[config.mk]
export PLATFORM = sky130hd
export DESIGN_NAME = iter_serial_eval
export DESIGN_NICKNAME = d
export VERILOG_FILES = /design/src/rtl/iter_serial_eval_pkg.sv /design/src/rtl/iter_serial_eval_step.sv /design/src/rtl/iter_serial_eval.sv
export SDC_FILE = /design/constraint.sdc
export NUM_CORES = 1
export LEC_CHECK = 0
export CAP_MARGIN = 25
export CORE_MARGIN = 5
export CORE_UTILIZATION = 45
export DETAILED_ROUTE_END_ITERATION = 7
export PLACE_DENSITY_LB_ADDON = 0.05
export SYNTH_ARGS = -nofsm -noshare
export SYNTH_HDL_FRONTEND = slang
export SYNTH_SLANG_ARGS = --single-unit
[constraint.sdc]
create_clock -name clk -period 1.6 [get_ports clk]
set_clock_uncertainty 0.2 [all_clocks]
set_input_delay 0.32 -clock clk [delete_from_list [all_inputs] [get_ports clk]]
set_output_delay 0.32 -clock clk [all_outputs]
set_load 0.01 [all_outputs]
[src/rtl/iter_serial_eval_pkg.sv]
// Shared definitions for the serial P/Q chain evaluator:
// FSM state encodings and a constant clog2 helper for sizing the step counter.
package iter_serial_eval_pkg;

  // Encoding 2'd3 is never produced; the FSM decodes it back to IDLE.
  typedef enum logic [1:0] {
    ST_IDLE = 2'd0,
    ST_RUN  = 2'd1,
    ST_DONE = 2'd2
  } state_t;

  // Ceiling log2 for elaboration-time sizing (value >= 2 in practice).
  function automatic int clog2(input int value);
    int result;
    int v;
    result = 0;
    v = value - 32'sd1;
    while (v > 32'sd0) begin
      result = result + 32'sd1;
      v = v >>> 1;
    end
    return result;
  endfunction

endpackage

[src/rtl/iter_serial_eval_step.sv]
// One cell of the P/Q chain, purely combinational:
//   P' = x ? Q : P
//   Q' = !x | (P & Q)
module iter_serial_eval_step (
  input  logic x,
  input  logic p,
  input  logic q,
  output logic p_next,
  output logic q_next
);

  // Single chain step evaluated for the bit currently at the shift register head.
  always_comb begin
    p_next = 1'b0;
    q_next = 1'b0;
    if (x) begin
      p_next = q;
    end else begin
      p_next = p;
    end
    q_next = (~x) | (p & q);
  end

endmodule

[src/rtl/iter_serial_eval.sv]
// Serial driver/evaluator for the P/Q iterative chain.
// A WIDTH-bit word is taken through a valid/ready handshake, shifted through a
// single registered step one bit per clock, and the final P/Q is presented on a
// second valid/ready handshake. No overlap: a new word is accepted only in IDLE.
// Optional build macro: ITER_ABORT_EN adds the abort input, which returns the
// block to IDLE from RUN or DONE without touching p_res/q_res.
module iter_serial_eval
  import iter_serial_eval_pkg::*;
#(
  parameter int WIDTH     = 8,
  parameter bit MSB_FIRST = 1'b1
) (
  input  logic             clk,
  input  logic             rst,
  input  logic             in_valid,
  output logic             in_ready,
  input  logic [WIDTH-1:0] x_word,
  input  logic             p0,
  input  logic             q0,
`ifdef ITER_ABORT_EN
  input  logic             abort,
`endif
  output logic             out_valid,
  input  logic             out_ready,
  output logic             p_res,
  output logic             q_res
);

  localparam int CNT_W = clog2(WIDTH + 1);
  localparam logic [CNT_W-1:0] CNT_LAST = CNT_W'(WIDTH - 1);

  state_t           state_r;
  logic             p_r;
  logic             q_r;
  logic [WIDTH-1:0] shift_r;
  logic [CNT_W-1:0] cnt_r;
  logic             head_s;
  logic             p_step_s;
  logic             q_step_s;
  logic             abort_s;

`ifdef ITER_ABORT_EN
  assign abort_s = abort;
`else
  assign abort_s = 1'b0;
`endif

  assign head_s = MSB_FIRST ? shift_r[WIDTH-1] : shift_r[0];

  iter_serial_eval_step u_step (
    .x      (head_s),
    .p      (p_r),
    .q      (q_r),
    .p_next (p_step_s),
    .q_next (q_step_s)
  );

  // Ready is a pure decode of the state so it is high while reset is held.
  always_comb begin
    in_ready = 1'b0;
    if ((state_r == ST_RUN) || (state_r == ST_DONE)) begin
      in_ready = 1'b0;
    end else begin
      in_ready = 1'b1;
    end
  end

  // Sequencer, shift/step datapath and registered result outputs.
  always_ff @(posedge clk or posedge rst) begin
    if (rst) begin
      state_r   <= ST_IDLE;
      p_r       <= 1'b0;
      q_r       <= 1'b0;
      shift_r   <= '0;
      cnt_r     <= '0;
      out_valid <= 1'b0;
      p_res     <= 1'b0;
      q_res     <= 1'b0;
    end else begin
      case (state_r)
        ST_IDLE: begin
          if (in_valid) begin
            shift_r <= x_word;
            p_r     <= p0;
            q_r     <= q0;
            cnt_r   <= '0;
            state_r <= ST_RUN;
          end
        end
        ST_RUN: begin
          if (abort_s) begin
            state_r <= ST_IDLE;
          end else begin
            p_r     <= p_step_s;
            q_r     <= q_step_s;
            shift_r <= MSB_FIRST ? (shift_r << 1'b1) : (shift_r >> 1'b1);
            cnt_r   <= cnt_r + CNT_W'(1);
            if (cnt_r == CNT_LAST) begin
              // The final step result goes straight into the output registers.
              state_r   <= ST_DONE;
              out_valid <= 1'b1;
              p_res     <= p_step_s;
              q_res     <= q_step_s;
            end
          end
        end
        ST_DONE: begin
          // Abort and acceptance both leave DONE for IDLE; never reload here.
          if (abort_s || out_ready) begin
            state_r   <= ST_IDLE;
            out_valid <= 1'b0;
          end
        end
        default: begin
          state_r   <= ST_IDLE;
          out_valid <= 1'b0;
        end
      endcase
    end
  end

endmodule
======== Yosys cells after proc, flatten, opt, wreduce, memory -nomap -nowiden ========
Index checks and enable logic that the tools add are counted.
word-level totals
  register bits after elaboration ......... 19
  output and inout port bits .............. 4
operators by class
  $add $sub $neg .......................... 1
  equal/unequal tests ..................... 6
  mux-type cells .......................... 17
  bitwise operators ....................... 4
  reductions and logical operators ........ 7
operators with widths
  operator               number
  $pmux W8 S2            1
  $mux W8                1
  $pmux W4 S2            1
  $mux W1                6
  $mux W2                3
  $pmux W2 S3            1
  $reduce_and A3 Y1      2
  $add A4 B1 Y4 const B  1
  $eq A4 B3 Y1 const B   1
  $mux W4                1
  $ne A2 B2 Y1 const B   2
  $pmux W1 S2            2
  $reduce_and A2 Y1      2
  $pmux W1 S3            1
  $eq A2 B1 Y1 const B   1
  $eq A2 B2 Y1 const B   1
  $logic_not A2 Y1       1
  $ne A2 B1 Y1 const B   1
  $not A1 Y1             2
  $reduce_bool A2 Y1     1
  $and A1 B1 Y1          1
  $logic_or A1 B1 Y1     1
  $or A1 B1 Y1           1

======== Depth between registers and ports, before layout ========
Gate-level depths: netlist of the first run.
  word-level depth ........................ 3
  gate-level depth with buffers ........... 6
  depth with buffers taken out ............ 5

======== Modules after synthesis ========
From an unflattened synthesis of the first run, not the netlist that was laid out.
unflattened totals
  cells, all modules ...................... 95
  area total of the unflattened synthesis .. 994.7 um^2
modules (own cells, without submodules)
  module                 times used  cells each  area each (um^2)  seq. area each (um^2)
  iter_serial_eval       1           93          969.7             475.5
  iter_serial_eval_step  1           2           25.0              0.0

======== Worst setup path after synthesis of the first run ========
No wires, ideal clock.
  path type ............................... register to register
  start ................................... register state_r[0]
  end ..................................... register q_r
  data arrival time ....................... 1.356 ns
  data required time ...................... 1.273 ns
  path slack .............................. -0.083 ns
  cell stages (with the launch flop) ...... 6
  buffers on the path ..................... 1
  cell sequence ........................... dfrtp_1 inv_1 ha_1 mux2i_2 buf_6 o22ai_1
between the ends
  word-level cells in the longest chain between the ends .. 3
ends and longest elaborated chain
  what                                                                 RTL line                RTL
  start, declared                                                      iter_serial_eval.sv:32  state_t state_r;
  start signal, assigned                                               iter_serial_eval.sv:71  state_r <= ST_IDLE;
  start signal, assigned                                               iter_serial_eval.sv:87  state_r <= ST_RUN;
  start signal, assigned                                               iter_serial_eval.sv:92  state_r <= ST_IDLE;
  $eq A2 B1 Y1 or $logic_not A2 Y1 (tied branches)                     iter_serial_eval.sv:80  case (state_r)
  $reduce_bool A2 Y1 (no source line) or $ne A2 B2 Y1 (tied branches)  --
  $reduce_and A2 Y1 (no source line)                                   --
  end signal, assigned                                                 iter_serial_eval.sv:85  q_r <= q0;
  end signal, assigned                                                 iter_serial_eval.sv:95  q_r <= q_step_s;
  end, declared                                                        iter_serial_eval.sv:34  logic q_r;
Several ways; a longest one is shown, not always the timed one.
A chain may end at the register's enable or synchronous reset.

======== Worst setup path in the final report of the first run ========
  start ................................... register state_r[1]
  end ..................................... output in_ready
between the ends
  word-level cells in the longest chain between the ends .. 3
ends and longest elaborated chain
  what                                          RTL line                RTL
  $eq A2 B1 Y1 or $eq A2 B2 Y1 (tied branches)  iter_serial_eval.sv:61  if ((state_r == ST_RUN) || (state_r == ST_DONE)) begin
  $logic_or A1 B1 Y1 *                          iter_serial_eval.sv:61
  $mux W1 *                                     iter_serial_eval.sv:61
  end, declared                                 iter_serial_eval.sv:16  output logic in_ready,
Mark *: on every way between the ends. The rest lies on a longest branch, timed or not.

==> results of run 1 <==
Yosys cell counts:
cell	instances
dfrtp_1	19
nand2_1	14
mux2i_1	8
o21ai_0	7
inv_1	6
a21oi_1	5
ha_1	4
o21ai_1	4
nor2b_1	3
buf_2	2
buf_6	2
nand3b_1	2
nor3_1	2
o32a_1	2
a211o_1	1
a211oi_1	1
a21o_1	1
a22oi_1	1
a32o_1	1
and2_1	1
and3_1	1
mux2i_2	1
nand3_1	1
nand4b_1	1
o221ai_1	1
o22ai_1	1
o31ai_1	1
o41ai_1	1
or2b_1	1
cell usage in the layout (no fill, tap or decap), types with 4 or more instances in the layout:
cell type        instances
clkdlybuf4s50_1         13
buf_4                    8
o21ai_0                  5
dfrtp_1                 19
nand2_1                 14
buf_6                    4
o21ai_1                  6
mux2i_1                  8
sequential cells by signal, summed over array words and instances, names as in the netlist:
signal and count:
state_r 2, p_res 1, shift_r 8, q_r 1
cnt_r 4, p_r 1, q_res 1, out_valid 1
worst min-delay path by stage:
stage / startpoint / endpoint / slack, ns
after floorplan: rst / cnt_r[0] / 0.07
after global placement: q_res / q_res / 0.26
after detailed placement: q_res / q_res / 0.27
after CTS: rst / state_r[1] / 0.16
after global routing: rst / shift_r[5] / 0.15
final: rst / shift_r[4] / 0.15
cell families (layout without fill, tap and decap cells):
| family | count (synthesis) | in the layout | synth area share [%] |
|---|---|---|---|
| flops | 19 | 19 | 48.7 |
| compound gates | 27 | 27 | 17.7 |
| mux | 9 | 9 | 9.60 |
| simple gates | 26 | 26 | 13.3 |
| buf+inv | 10 | 40 | 5.63 |
| fa+ha+maj | 4 | 4 | 5.12 |
power groups by stage:
stage / Sequential (mW) / Clock (mW) / Combinational, mW
2_1_floorplan: 0.828 / 0 / 0.872
3_3_place_gp: 0.839 / 0 / 1.26
3_5_place_dp: 0.852 / 0 / 1.28
4_1_cts: 0.841 / 0.256 / 1.46
5_1_grt: 0.878 / 0.280 / 1.69
6_report: 0.842 / 0.246 / 1.52
per-stage QoR:
step | hold slack (ns) | TNS (ns) | area (sq um) | util (%) | setup WS, ns
floorplan | 0.0711 | 0 | 988 | - | 0.00109
global placement | 0.262 | -1.63 | 1240 | 61.6 | -0.180
detailed placement | 0.269 | -2.05 | 1240 | 61.6 | -0.201
CTS | 0.156 | -0.0654 | 1330 | 65.9 | -0.0484
global route | 0.149 | -1.19 | 1370 | 67.5 | -0.113
finish | 0.146 | -0.0638 | 1370 | 67.5 | -0.0327
timing repair:
action,CTS,global route
setup endpoints to repair,21,20
setup buffers,4,1
pin swaps,1,3
gates resized for setup,20,7
metal layers:
metal | routed length, um | up-vias
met5 | 0 | -
met4 | 35 | 0
met3 | 65 | 5
met2 | 977 | 16
met1 | 893 | 387
li1 | - | 399
area by class of cell:
class	instances	area (sq um)
flip-flops and latches	19	475
multi-input cells	66	505
well taps	27	33.8
repair buffers	30	302
inverters	6	22.5
clock buffers	4	26.3
fillers	161	657
worst max-delay path, stage by stage, from the launching register on:
cell     delay, ns
dfrtp_1       0.37
inv_2         0.06
ha_4          0.26
inv_2         0.03
buf_6         0.10
==> results.py, run 1 <==
metrics = {
    "outcome": {
        "status": "complete, but fails checks",
        "violations": "setup timing",
    },
    "route": {
        "routed_wl_mm": 1.97,
        "num_vias": 807,
        "routedWlPerCell_um": 13.0,
        "dr.pass1.iters": 4,
        "antenna_left": 0,
        "routed_via_density": 5.31,
        "drt_iter0_markers": 16,
        "drc": 0,
    },
    "sta": {
        "timing.final.ws_setup_ns": -0.0327,
        "max_slew_margin_pct": 80.9,
        "hold_violations": 0,
        "drv_slew": 0,
        "setup_violations": 2,
        "fin_crit_ns": 1.63,
        "fmax_mhz": 612,
        "fin_crit_sh_pct": 102,
        "rsz0062_at_grt": "true",
        "tightest_slew_ns": 0.284,
    },
    "yosys": {
        "ys_ff_latch": 19,
        "synth.net_count": 113,
        "synth_area_leader_cell": "dfrtp_1",
        "syn_area_per_cell_sq_um": 10.3,
        "synthTopCellsByArea": "dfrtp_1, mux2i_1, nand2_1, ha_1, o21ai_0",
        "synth_cell_type_count": 29,
        "synth_seq_area_share_pct": 48.7,
        "synth_area_sq_um": 977,
        "synthCells": 95,
        "yosysTopAreaCellShare_pct": 48.7,
        "ys_warn_count": 0,
    },
    "power": {
        "intPower_mw": 1.63,
        "powerDensity_nw_per_um2": 1910,
        "swShare_pct": 37.6,
        "power_leakage_nw": 0.625,
        "p_comb_share_pct": 58.3,
        "ir_drop_mv": 1.20,
        "clockPowerShare_pct": 9.4,
        "p_switching_mw": 0.983,
        "total_power_mw": 2.61,
        "pwr-share-seq_pct": 32.3,
    },
    "setup_path": {
        "crit_end": "in_ready",
        "cp-start-kind": "flop",
        "crit_arrival_ns": 1.11,
        "cp_max_fo": 2,
        "reg2reg_slack_ns": -0.03,
        "timing.rr.end": "cnt_r[3]",
        "timing.rr.start": "state_r[0]",
        "end_kind": "output port",
        "path_class": "reg -> out",
        "startpoint": "state_r[1]",
        "ff2ff_path_depth": 6,
        "required_ns": 1.08,
    },
    "layout": {
        "area_delta_synth_final_pct": 39.7,
        "drive_gt1_share_pct": 24.0,
        "nets": 144,
        "finalNonFillerCells": 152,
        "diodes": 0,
    },
    "global_routing": {
        "grtUsageMet2_pct": 22.3,
        "antenna_found_initial": 0,
        "grt_busiest_layer": "met2",
        "grt_pass1_vias": 840,
        "grt.overflow.total": 0,
        "met3_usage_pct": 2.29,
        "grt_max_degree": 20,
        "grt_pass1_wl_mm": 3.52,
        "grt_util_met1_pct": 17.6,
        "track_usage_pct": 13.7,
    },
    "clocking": {
        "htree_levels": 1,
        "hold_buffers": 0,
        "cts_made_buffers": 3,
        "ctsLongestPathBuffers": 2,
        "cts_root_buf": "clkbuf_4",
        "clk_latency_ns": 0.29,
        "clk_pin_slew_ns": 0.11,
        "cts_sinks": 19,
        "cts_tree": "built",
    },
    "placement": {
        "gp_congestion": 0.711,
        "placed_cells": 143,
        "io_buffers": 17,
        "dpl.hpwl_mm": 1.34,
    },
    "floorplan": {
        "die_area_sq_um": 3200,
        "num_io_pins": 18,
        "design.core.area_sq_um": 2020,
        "start_util_pct": 48.3,
        "fp.dieW_um": 56.6,
        "dieHeight_um": 56.6,
        "rows": 16,
    },
    "run": {
        "maxCapViolCount": 0,
    },
    "min_path": {
        "worstHoldPathType": "in -> async",
    },
}
(Power assumes the default switching activity.)
==> run 2, diff against run 1 <==
- SETUP_SLACK_MARGIN: unset -> 0.4
==> run 2 against run 1 <==
Net effect:
- the run still ends with setup timing left
- critical path depth is the same
- first-iteration DRC count shrank 56%
- clock power about the same
- power grew 6.9%
- sequential power increased by 2%
==> results.py, run 2 (same netlist as run 1, synthesis figures left out) <==
metrics = {
    "outcome": {
        "status": "complete, but fails checks",
        "violations": "setup timing",
    },
    "layout": {
        "post-route-cell-area_sq_um": 1440,
        "layout_common_cells": "dfrtp_1, nand2_1, clkdlybuf4s50_1",
        "mostFrequentLayoutCell": "dfrtp_1",
        "diodes": 0,
        "reg_top3": "shift_r: 8 flops, cnt_r: 4 flops, state_r: 2 flops",
        "area_delta_synth_final_pct": 47.1,
        "registers.top_by_ff_count": "shift_r",
        "drive_gt1_share_pct": 34.1,
        "largest_reg_flops": 8,
        "nets": 148,
        "fillCellCount": 158,
    },
    "setup_path": {
        "cp-start-kind": "flop",
        "path_class": "reg -> out",
        "crit_arrival_ns": 1.11,
        "ff2ff_path_depth": 7,
        "cp_max_fo": 2,
        "timing.rr.start": "state_r[1]",
        "required_ns": 1.08,
        "reg2reg_slack_ns": 0,
        "timing.rr.end": "cnt_r[3]",
        "end_kind": "output port",
    },
    "sta": {
        "fmax_mhz": 613,
        "fin_crit_sh_pct": 102,
        "rsz0062_at_grt": "true",
        "fin_crit_ns": 1.63,
        "max_slew_margin_pct": 83.0,
        "timing.final.ws_setup_ns": -0.0317,
        "fin_hold_ws_ns": 0.140,
        "setup_violations": 2,
        "hold_violations": 0,
        "drv_slew": 0,
        "tightest_slew_ns": 0.255,
    },
    "run": {
        "maxCapViolCount": 0,
    },
    "placement": {
        "dpl.hpwl_mm": 1.45,
        "io_buffers": 17,
        "gp_congestion": 0.696,
        "placed_area_sq_um": 1300,
        "dpl_worst_slack_ns": -0.135,
    },
    "clocking": {
        "htree_levels": 1,
        "cts_made_buffers": 3,
        "cts_tree": "built",
        "clk_latency_ns": 0.30,
        "clk_pin_slew_ns": 0.11,
        "ctsLongestPathBuffers": 2,
        "hold_buffers": 0,
        "cts_root_buf": "clkbuf_4",
        "cts_sinks": 19,
    },
    "route": {
        "drc": 0,
        "routed_via_density": 5.24,
        "routedWlPerCell_um": 13.7,
        "routed_wl_mm": 2.14,
        "dr.pass1.iters": 4,
        "num_vias": 818,
        "drt_iter0_markers": 7,
        "antenna_left": 0,
    },
    "power": {
        "power_leakage_nw": 0.653,
        "powerDensity_nw_per_um2": 1940,
        "ir_drop_mv": 1.20,
        "total_power_mw": 2.79,
    },
    "floorplan": {
        "start_util_pct": 48.3,
        "design.core.area_sq_um": 2020,
        "num_io_pins": 18,
        "dieHeight_um": 56.6,
        "fp.dieW_um": 56.6,
        "rows": 16,
        "die_area_sq_um": 3200,
    },
    "global_routing": {
        "grt.overflow.total": 0,
        "track_usage_pct": 14.0,
        "grt_max_degree": 22,
        "antenna_found_initial": 0,
        "grt_pass1_vias": 826,
        "grt_pass1_wl_mm": 3.55,
    },
    "min_path": {
        "worstHoldPathType": "in -> async",
    },
}
## run 2: changes by cell type in the layout (fill, tap and decap cells not counted), sizes merged
cell and delta:
clkbuf -1, buf +7, dlygate4sd2 -3, clkinv +1
## run 2: worst max-delay path, stage by stage, from the launching register on
cell and delay [ns]:
dfrtp_1 0.40, inv_2 0.09, ha_4 0.20, inv_2 0.04, buf_6 0.09
## run 2: what timing repair did
item,in CTS,in global routing
buffers inserted,1,3
gates resized for setup,28,14
pin swaps,4,3
setup endpoints to repair,23,23
## run 2: how the worst max path moves through the flow
stage / startpoint / end / slack, ns / cells after the start
2_1_floorplan: state_r[1] / cnt_r[0] / 0.08 / 6
3_3_place_gp: state_r[1] / in_ready / -0.11 / 4
3_5_place_dp: in_valid / cnt_r[3] / -0.13 / 4
4_1_cts: state_r[1] / in_ready / -0.04 / 4
5_1_grt: state_r[1] / shift_r[5] / -0.1 / 8
6_report: state_r[1] / in_ready / -0.03 / 4
## run 2: routing by layer
layer	wire (um)	global-route usage, %
met3	82	3.21
met5	0	0
met4	13	5.42
met2	1070	23.3
met1	965	17.5
## run 2: area by class of cell
cell class,instances,area (sq um),share of cell area (%)
Multi-Input combinational cell,66,546,37.9
Sequential cell,19,475,33.1
Timing Repair Buffer,34,333,23.2
Tap cell,27,33.8,2.35
Clock buffer,3,22.5,1.57
Inverter,6,22.5,1.57
Clock inverter,1,5.00,0.348
## run 2: metrics by stage
stage | TNS (ns) | utilization [%] | std cells
floorplan | 0 | - | 95
global placement | -0.735 | 64.2 | 148
detailed placement | -1.04 | 64.2 | 148
CTS | -0.0718 | 67.1 | 153
global route | -0.649 | 71.1 | 156
finish | -0.0321 | 71.1 | 156
## run 2: power by group
| part | internal (mW) | total [mW] | switching, mW | leakage [nW] |
|---|---|---|---|---|
| Clock | 0.0930 | 0.243 | 0.150 | 0.0177 |
| Combinational | 0.933 | 1.69 | 0.754 | 0.393 |
| Sequential | 0.693 | 0.861 | 0.168 | 0.242 |
